File: src/rtl/loader_ctrl_wb.sv
// UART-triggered boot-loader reset controller with a Wishbone register block.
// Define LOADER_CKSUM_EN to add a modulo-256 checksum of the loaded image at register 4.
module loader_ctrl_wb #(
    parameter int unsigned SYS_CLK_FREQ     = 100000000,
    parameter int unsigned TIMEOUT_CYCLES   = 2 * SYS_CLK_FREQ,
    parameter int unsigned RST_PULSE_CYCLES = 4,
    parameter logic [7:0]  SYNC_CHAR        = 8'h2d,
    parameter logic [7:0]  FILLER_CHAR      = 8'h5f,
    parameter logic [7:0]  TRIGGER_CHAR     = 8'h70
) (
    input  logic        wb_clk_i,
    input  logic        wb_rst_i,
    input  logic        wb_cyc_i,
    input  logic        wb_stb_i,
    input  logic        wb_we_i,
    input  logic [31:0] wb_adr_i,
    input  logic [31:0] wb_dat_i,
    input  logic [3:0]  wb_sel_i,
    output logic        wb_stall_o,
    output logic        wb_ack_o,
    output logic [31:0] wb_dat_o,
    output logic        wb_err_o,
    input  logic        uart_rx_irq,
    input  logic [7:0]  uart_rx_byte,
    output logic        reset_o,
    output logic        led1,
    output logic        led2,
    output logic        led4
);

    localparam logic [2:0] S_IDLE       = 3'd0;
    localparam logic [2:0] S_SYNC       = 3'd1;
    localparam logic [2:0] S_PULSE_LD   = 3'd2;
    localparam logic [2:0] S_WAIT_FIRST = 3'd3;
    localparam logic [2:0] S_STREAM     = 3'd4;
    localparam logic [2:0] S_PULSE_FIN  = 3'd5;
    localparam logic [2:0] S_PULSE_SW   = 3'd6;

    localparam logic [31:0] PULSE_LAST = 32'(RST_PULSE_CYCLES - 1);
    localparam logic [31:0] TMO_INIT   = 32'(TIMEOUT_CYCLES);

    logic [2:0]  state;
    logic [1:0]  cause;
    logic [1:0]  cause_next;
    logic        en;
    logic [31:0] timeout;
    logic [31:0] tmo_eff;
    logic [31:0] bytes;
    logic [31:0] idle_cnt;
    logic [31:0] pulse_cnt;
    logic        ack_r;
    logic        req;
    logic        wr;
    logic        wr_lane0;
    logic        sw_req;
    logic        pulse_done;
    logic [2:0]  reg_sel;
    logic [31:0] rd_data;
`ifdef LOADER_CKSUM_EN
    logic [7:0]  cksum;
`endif

    logic unused_adr;
    assign unused_adr = ^{wb_adr_i[31:5], wb_adr_i[1:0]};

    assign wb_stall_o = 1'b0;
    assign wb_err_o   = 1'b0;
    assign wb_ack_o   = ack_r & wb_cyc_i;

    assign reg_sel    = wb_adr_i[4:2];
    assign req        = wb_cyc_i & wb_stb_i & ~ack_r;
    assign wr         = req & wb_we_i;
    assign wr_lane0   = wr & wb_sel_i[0];
    assign sw_req     = wr_lane0 && (reg_sel == 3'd1) && wb_dat_i[0];
    assign tmo_eff    = (timeout == '0) ? 32'd1 : timeout;
    assign pulse_done = (pulse_cnt == PULSE_LAST);

    assign led1 = (state == S_IDLE);
    assign led2 = (state == S_SYNC);
    assign led4 = (state == S_STREAM);

    always_comb begin
        rd_data = '0;
        case (reg_sel)
            3'd0: rd_data[1:0] = cause;
            3'd1: rd_data[1]   = en;
            3'd2: rd_data      = timeout;
            3'd3: rd_data      = bytes;
`ifdef LOADER_CKSUM_EN
            3'd4: rd_data[7:0] = cksum;
`endif
            default: rd_data = '0;
        endcase
    end

    // W1C is applied first so a same-cycle hardware set overrides it.
    always_comb begin
        cause_next = cause;
        if (wr_lane0 && (reg_sel == 3'd0))
            cause_next = cause & ~wb_dat_i[1:0];
        if ((state == S_SYNC) && en && uart_rx_irq && (uart_rx_byte == TRIGGER_CHAR))
            cause_next[0] = 1'b1;
        if ((state == S_PULSE_FIN) && pulse_done)
            cause_next[0] = 1'b0;
        if ((state == S_IDLE) && sw_req)
            cause_next[1] = 1'b1;
    end

    always_ff @(posedge wb_clk_i) begin
        if (wb_rst_i) begin
            ack_r    <= 1'b0;
            wb_dat_o <= '0;
        end else begin
            ack_r <= req;
            if (req)
                wb_dat_o <= rd_data;
        end
    end

    always_ff @(posedge wb_clk_i) begin
        if (wb_rst_i) begin
            state     <= S_IDLE;
            reset_o   <= 1'b1;
            cause     <= '0;
            en        <= 1'b1;
            timeout   <= TMO_INIT;
            bytes     <= '0;
            idle_cnt  <= '0;
            pulse_cnt <= '0;
`ifdef LOADER_CKSUM_EN
            cksum     <= '0;
`endif
        end else begin
            cause <= cause_next;
            if (wr_lane0 && (reg_sel == 3'd1))
                en <= wb_dat_i[1];
            if (wr && (reg_sel == 3'd2)) begin
                for (int unsigned i = 0; i < 4; i++)
                    if (wb_sel_i[i])
                        timeout[8*i +: 8] <= wb_dat_i[8*i +: 8];
            end

            case (state)
                S_IDLE: begin
                    if (sw_req) begin
                        state     <= S_PULSE_SW;
                        reset_o   <= 1'b0;
                        pulse_cnt <= '0;
                    end else if (uart_rx_irq && (uart_rx_byte == SYNC_CHAR) && en) begin
                        state <= S_SYNC;
                    end
                end
                S_SYNC: begin
                    if (!en) begin
                        state <= S_IDLE;
                    end else if (uart_rx_irq) begin
                        if (uart_rx_byte == TRIGGER_CHAR) begin
                            state     <= S_PULSE_LD;
                            reset_o   <= 1'b0;
                            pulse_cnt <= '0;
                            bytes     <= '0;
`ifdef LOADER_CKSUM_EN
                            cksum     <= '0;
`endif
                        end else if (uart_rx_byte != FILLER_CHAR) begin
                            state <= S_IDLE;
                        end
                    end
                end
                S_PULSE_LD, S_PULSE_FIN, S_PULSE_SW: begin
                    if (pulse_done) begin
                        reset_o <= 1'b1;
                        state   <= (state == S_PULSE_LD) ? S_WAIT_FIRST : S_IDLE;
                    end else begin
                        pulse_cnt <= pulse_cnt + 32'd1;
                    end
                end
                S_WAIT_FIRST: begin
                    if (uart_rx_irq) begin
                        state    <= S_STREAM;
                        bytes    <= 32'd1;
                        idle_cnt <= '0;
`ifdef LOADER_CKSUM_EN
                        cksum    <= cksum + uart_rx_byte;
`endif
                    end
                end
                S_STREAM: begin
                    if (uart_rx_irq) begin
                        if (bytes != '1)
                            bytes <= bytes + 32'd1;
                        idle_cnt <= '0;
`ifdef LOADER_CKSUM_EN
                        cksum    <= cksum + uart_rx_byte;
`endif
                    end else if (idle_cnt == tmo_eff) begin
                        state     <= S_PULSE_FIN;
                        reset_o   <= 1'b0;
                        pulse_cnt <= '0;
                    end else begin
                        idle_cnt <= idle_cnt + 32'd1;
                    end
                end
                default: state <= S_IDLE;
            endcase
        end
    end

endmodule

File: config.mk
export PLATFORM = sky130hd
export DESIGN_NAME = loader_ctrl_wb
export DESIGN_NICKNAME = d
export VERILOG_FILES = /design/src/rtl/loader_ctrl_wb.sv
export SDC_FILE = /design/constraint.sdc
export NUM_CORES = 1
export LEC_CHECK = 0
export BUFFER_PORTS_ARGS = -buffer_cell sky130_fd_sc_hd__buf_4
export CORE_MARGIN = 3
export CORE_UTILIZATION = 40
export CTS_CLUSTER_SIZE = 40
export DETAILED_ROUTE_END_ITERATION = 10
export GPL_ROUTABILITY_DRIVEN = 0
export PLACE_DENSITY_LB_ADDON = 0.12
export SETUP_SLACK_MARGIN = 0.3
export SYNTH_ARGS = -nofsm -noshare
export SYNTH_HDL_FRONTEND = slang
export SYNTH_SLANG_ARGS = --single-unit
File: constraint.sdc
create_clock -name wb_clk_i -period 4.85 [get_ports wb_clk_i]
set_clock_uncertainty 0.15 [all_clocks]
set_input_delay 0.485 -clock wb_clk_i [delete_from_list [all_inputs] [get_ports wb_clk_i]]
set_output_delay 0.485 -clock wb_clk_i [all_outputs]
set_load 0.005 [all_outputs]
# Yosys cells after proc, flatten, opt, wreduce, memory -nomap -nowiden
# Cells that the tools add are included.
[word_totals] regBits=168 elab_cells=128
[op_classes] reduce_logical=30 n_eq_ne=30 n_bitwise=8 mux=43 add_sub_neg=3
[ops] cell="$mux 32" n=14
[ops] cell="$pmux 32 s4" n=1
[ops] cell="$add 32x1->32 const B" n=3
[ops] cell="$pmux 32 s3" n=1
[ops] cell="$pmux 32 s2" n=1
[ops] cell="$pmux 30 s2" n=1
[ops] cell="$eq 32x2->1 const B" n=1
[ops] cell="$eq 32x32->1" n=1
[ops] cell="$logic_not 32->1" n=1
[ops] cell="$ne 32x32->1 const B" n=1
[ops] cell="$mux 3" n=10
[ops] cell="$reduce_and 8->1" n=2
[ops] cell="$pmux 3 s5" n=1
[ops] cell="$reduce_and 7->1" n=2
[ops] cell="$eq 3x2->1 const B" n=4
[ops] cell="$ne 2x2->1 const B" n=6
[ops] cell="$logic_and 1x1->1" n=11
[ops] cell="$ne 2x1->1 const B" n=5
[ops] cell="$eq 3x3->1 const B" n=3
[ops] cell="$mux 1" n=9
[ops] cell="$eq 8x6->1 const B" n=1
[ops] cell="$eq 8x7->1 const B" n=1
[ops] cell="$ne 8x7->1 const B" n=1
[ops] cell="$pmux 1 s4" n=2
[ops] cell="18 further kinds" n=31

# Longest topological paths before layout
[depth] ltp_word=8 depth_mapped=11

# Least setup slack after synthesis
# No wires, ideal clock.
[synth_path] kind="input-to-reg" start="input port uart_rx_irq" end="register idle_cnt[15]" required_ns=4.599 t_arrival_ns=2.238 slack_ns=2.361 setup_ns=0.101 path_stages=9 path_cell_list="clkbuf_1 -> nor4_1 -> nand2_1 -> or4_4 -> buf_6 -> o21ai_4 -> buf_6 -> o311ai_1 -> o41ai_1"
[synth_between] elab_chain_cells=2 word_cells_on_any_way=5 classes_between="eq/ne: 2; mux: 2; reduce/logical: 1"
[synth_rtl] element="start, declared" line="23" rtl="input logic uart_rx_irq,"
[synth_rtl] element="$ne 3x3->1 (no line) (tied with other cells)"
[synth_rtl] element="$reduce_and 3->1 (no line) or $pmux 32 s2 (tied branches)"
[synth_rtl] element="end signal, assigned" line="201" rtl="idle_cnt <= idle_cnt + 32'd1;"
[synth_rtl] element="end, declared" line="49" rtl="logic [31:0] idle_cnt;"
# Parallel ways exist; a longest one is shown, timed or not.
# A chain may end at the register's enable or synchronous reset.

# Worst setup path in the final report
[layout_path] start="register timeout[6]" end="register pulse_cnt[31]"
[layout_between] elab_chain_cells=5
[layout_rtl] element="start, declared" line="46" rtl="logic [31:0] timeout;"
[layout_rtl] element="start signal, assigned by index" line="140" rtl="timeout[8*i +: 8] <= wb_dat_i[8*i +: 8];"
[layout_rtl] element="$logic_not 32->1" line="75" rtl="assign tmo_eff = (timeout == '0) ? 32'd1 : timeout;"
[layout_rtl] element="$mux 32 *" line="75"
[layout_rtl] element="$eq 32x32->1 *" line="196" rtl="end else if (idle_cnt == tmo_eff) begin"
[layout_rtl] element="$ne 2x1->1 (no line) *"
[layout_rtl] element="$reduce_and 8->1 (no line) *"
[layout_rtl] element="end signal, assigned" line="175" rtl="pulse_cnt <= pulse_cnt + 32'd1;"
[layout_rtl] element="end, declared" line="50" rtl="logic [31:0] pulse_cnt;"
# Mark *: on every way between the ends. The rest lies on a longest branch, timed or not.

==> metrics.txt <==
n_diodes=0; cell taking the most area after synthesis=dfxtp_1; clk_lat worst skew=430 ps; row count=52; post-synthesis sequential area ratio=0.400; setup_tns=0 ps; status=finished, final reports clean; internal reg-to-reg setup slack=1850 ps; Post-Synth Simple-Gate Area=0.293; CP max stage delay=610 ps; PwrDens=316 mW/mm^2; crit path kind=flop to flop; Hold Startpoint=wb_dat_i[17]; Max FO, Critical Path=27; Leak=3.38 nW; worst hold path type=input port to flop; Synth Warn #=0; first-pass GRT wire length=39.4 mm; Finished Layout Cells=1,379; WP data arrival=3130 ps; initial antenna violation count=0; largest family of logic cells by synthesized area=simple AND/OR/NAND/NOR gates; grt total ovfl=0; f_max=0.333 GHz; Worst path slowest cell=nor2_4; routed len/inst=18.1 um; root buffer cell=clkbuf_16; Synth Area in Compound Gates=0.184; DP Worst Slack=1780 ps; starting density of the core=0.412; RSZ-0062 raised after global routing=false; CTS tree=built; adder-cell share of the synthesized area=0.00446; Sink Count=168; DR vias/cell=5.74; Global Route Usage Sum=0.219; layout cell share with drive strength beyond 1=0.128; largest net degree at the start of global routing=74; HPWL after DPL=17.6 mm; number of flops mapped to enable cells by yosys=0; TritonCTS Buffers=17; predominant post-synthesis flop cell=dfxtp_1; H-Tree Depth=4; Chip Height=151 um; Mean Syn Cell Area=8.01 sq um; worst reg2reg path endpoint=pulse_cnt[31]$_SDFFE_PP0P_; worst vdd ir=0.000228 V; fin. max-slew vios=0; FF+latch count, synth=168; Worst Path Required=4980 ps; Synth Area in XOR/XNOR=0.0667; number of global-route vias before repair=7,124; Worst Setup SP=timeout[6]$_SDFFE_PP0P_; Detailed Route WL=25.0 mm; I/O pin count=121; Setup Viol. Count Final=0; Iteration-0 DRC Markers=660; die width=151 um; synthesized cell area=0.00841 sq mm; measured slew at the worst slew-check pin=1160 ps; FF-to-FF Start=timeout[6]$_SDFFE_PP0P_; post-layout worst setup margin=1850 ps; Area contributors post-synth=dfxtp_1 40%, nand2_1 5.0%, nor2_1 5.0%, a21oi_1 4.2%, xor2_1 4.2%; Die Area=0.0228 sq mm; WHS Endpoint=timeout[17]$_SDFFE_PP1P_; clk slew on worst S/H paths=70 ps; placed insts=1,347; Placeable Area=0.0204 sq mm; mux contribution to synthesized area=0.00759; Setup crit start kind=flop; Via Count=7,913; PortBufs=89; CP cell instances=xor2_1 -> nor4_1 -> nand2_1 -> nor4_1 -> a21oi_2 -> nor2_4 -> a311oi_1; Routed Antenna Nets=0; WHS=125 ps; post-CTS setup buffers=0; relative slew slack=0.224; FFs w/ async S/R, synth=0; PostCTS Resize Cnt=0; DRC viols=0; Final Hold Vio Count=0; r2r worst-path depth=7; Core Util, Final=0.479; area grow syn2layout=16.3%; fillcell total=2,101; Final period util=0.619; post-synth cell types=66; Clock Path Buffers=2; Pre-antenna DRT Iters=5; top cell type's share of synthesized area=0.400; CTS Hold Bufs=0; Setup crit end kind=flop; crit path time final=3000 ps; Post-Synthesis Cells=1,049; Top cell by count, worst path=nor4_1; Cells on Worst Hold Path=3; final net count=1,181; max cap viols=0
-- kinds of logic (layout without fill, tap and decap cells) --
| group | after synthesis | count (layout) |
|---|---|---|
| simple gates | 492 | 492 |
| compound gates | 232 | 232 |
| flops | 168 | 168 |
| buf+inv | 84 | 143 |
| xor+xnor | 64 | 64 |
| mux | 5 | 5 |
| fa+ha+maj | 3 | 3 |
| other cells | 1 | 2 |
-- state kept, by name, summed over array words and instances (netlist names) --
signal and cells:
state 3, ack_r 1, timeout 32, en 1, idle_cnt 32, pulse_cnt 32, bytes 32, cause 2
wb_dat_o 32, reset_o 1
-- per-layer routing --
metal	part of all wire	wire, um	vias to the layer above	GRT usage
met5	0	0	-	0
met3	0.051	1270	22	0.0362
met2	0.46	11500	188	0.342
li1	-	-	3942	-
met4	0.011	284	0	0.0539
met1	0.48	11900	3761	0.316
-- cell usage in the layout (no fill, tap or decap), types with 6 or more instances in the layout --
master and n:
a31oi_1 12, nand4_1 32, a211o_1 8, a21oi_1 71, nor3_1 58, o211ai_1 6
inv_1 16, nor2_1 111, buf_4 94, and2_1 11, and3_1 29, nand3_1 47
nand2_1 112, o21ai_0 41, xor2_1 40, or4_1 13, clkbuf_16 17, nand3b_1 8
o31ai_1 10, dfxtp_1 168, a311oi_1 22, or3_1 15, xnor2_1 24, a221oi_1 30
nor4_1 29
-- area by class of cell --
cell class,instances,area (sq um),share of cell area
clock buffer,18,439,0.0449
clock inverter,14,186,0.0191
inverter,17,68.8,0.00704
multi-input combinational,798,4680,0.478
sequential,168,3360,0.344
tap,270,338,0.0345
timing repair buffer,94,706,0.0722
-- cell usage after synthesis, drive strengths merged (4+ instances only) --
cell    instances
and3           29
nand3          47
o21ai          46
nor4           29
and2           11
o31ai          10
nand2b          4
nor3           59
nand2         112
nor2          113
nand4          32
nand3b          8
a21oi          72
a21o            4
clkbuf         54
o211ai          7
xnor2          24
or4            14
a211o           8
xor2           40
a311oi         22
dfxtp         168
or3            15
buf            13
a221oi         30
inv            16
a31oi          12
-- worst max-delay path by stage --
stage                                       endpoint  slack, ps  cells after the start
after floorplan            idle_cnt[15]$_SDFFE_PP0P_       2360                      9
after global placement    pulse_cnt[10]$_SDFFE_PP0P_       1720                      7
after detailed placement  pulse_cnt[25]$_SDFFE_PP0P_       1780                      8
after CTS                 pulse_cnt[31]$_SDFFE_PP0P_       1860                      7
after global routing      pulse_cnt[10]$_SDFFE_PP0P_       1470                      7
final                     pulse_cnt[31]$_SDFFE_PP0P_       1850                      7
-- critical path, delay by kind of cell, from the launching register on --
| kind | cells | cell delay (ps) |
|---|---|---|
| and+or+nand+nor | 4 | 1610 |
| AOI/OAI and AO/OA | 2 | 480 |
| DFF | 1 | 470 |
| xor gates and xnor gates | 1 | 150 |
-- power breakdown --
| group | switching, mW | internal [mW] | total, mW | leakage, nW |
|---|---|---|---|---|
| logic | 0.121 | 0.0867 | 0.208 | 1.72 |
| registers | 0.0169 | 1.40 | 1.42 | 1.36 |
| clock network | 0.627 | 0.840 | 1.47 | 0.306 |
-- metrics by stage --
| step | power (mW) | area, sq um |
|---|---|---|
| after detailed placement | 1.66 | 9160 |
| after CTS | 3.12 | 9780 |
| after global placement | 1.66 | 9160 |
| after floorplan | 1.56 | 8410 |
| final | 3.09 | 9780 |
| after global routing | 3.20 | 9780 |
Power figures use the tool's default switching activity.
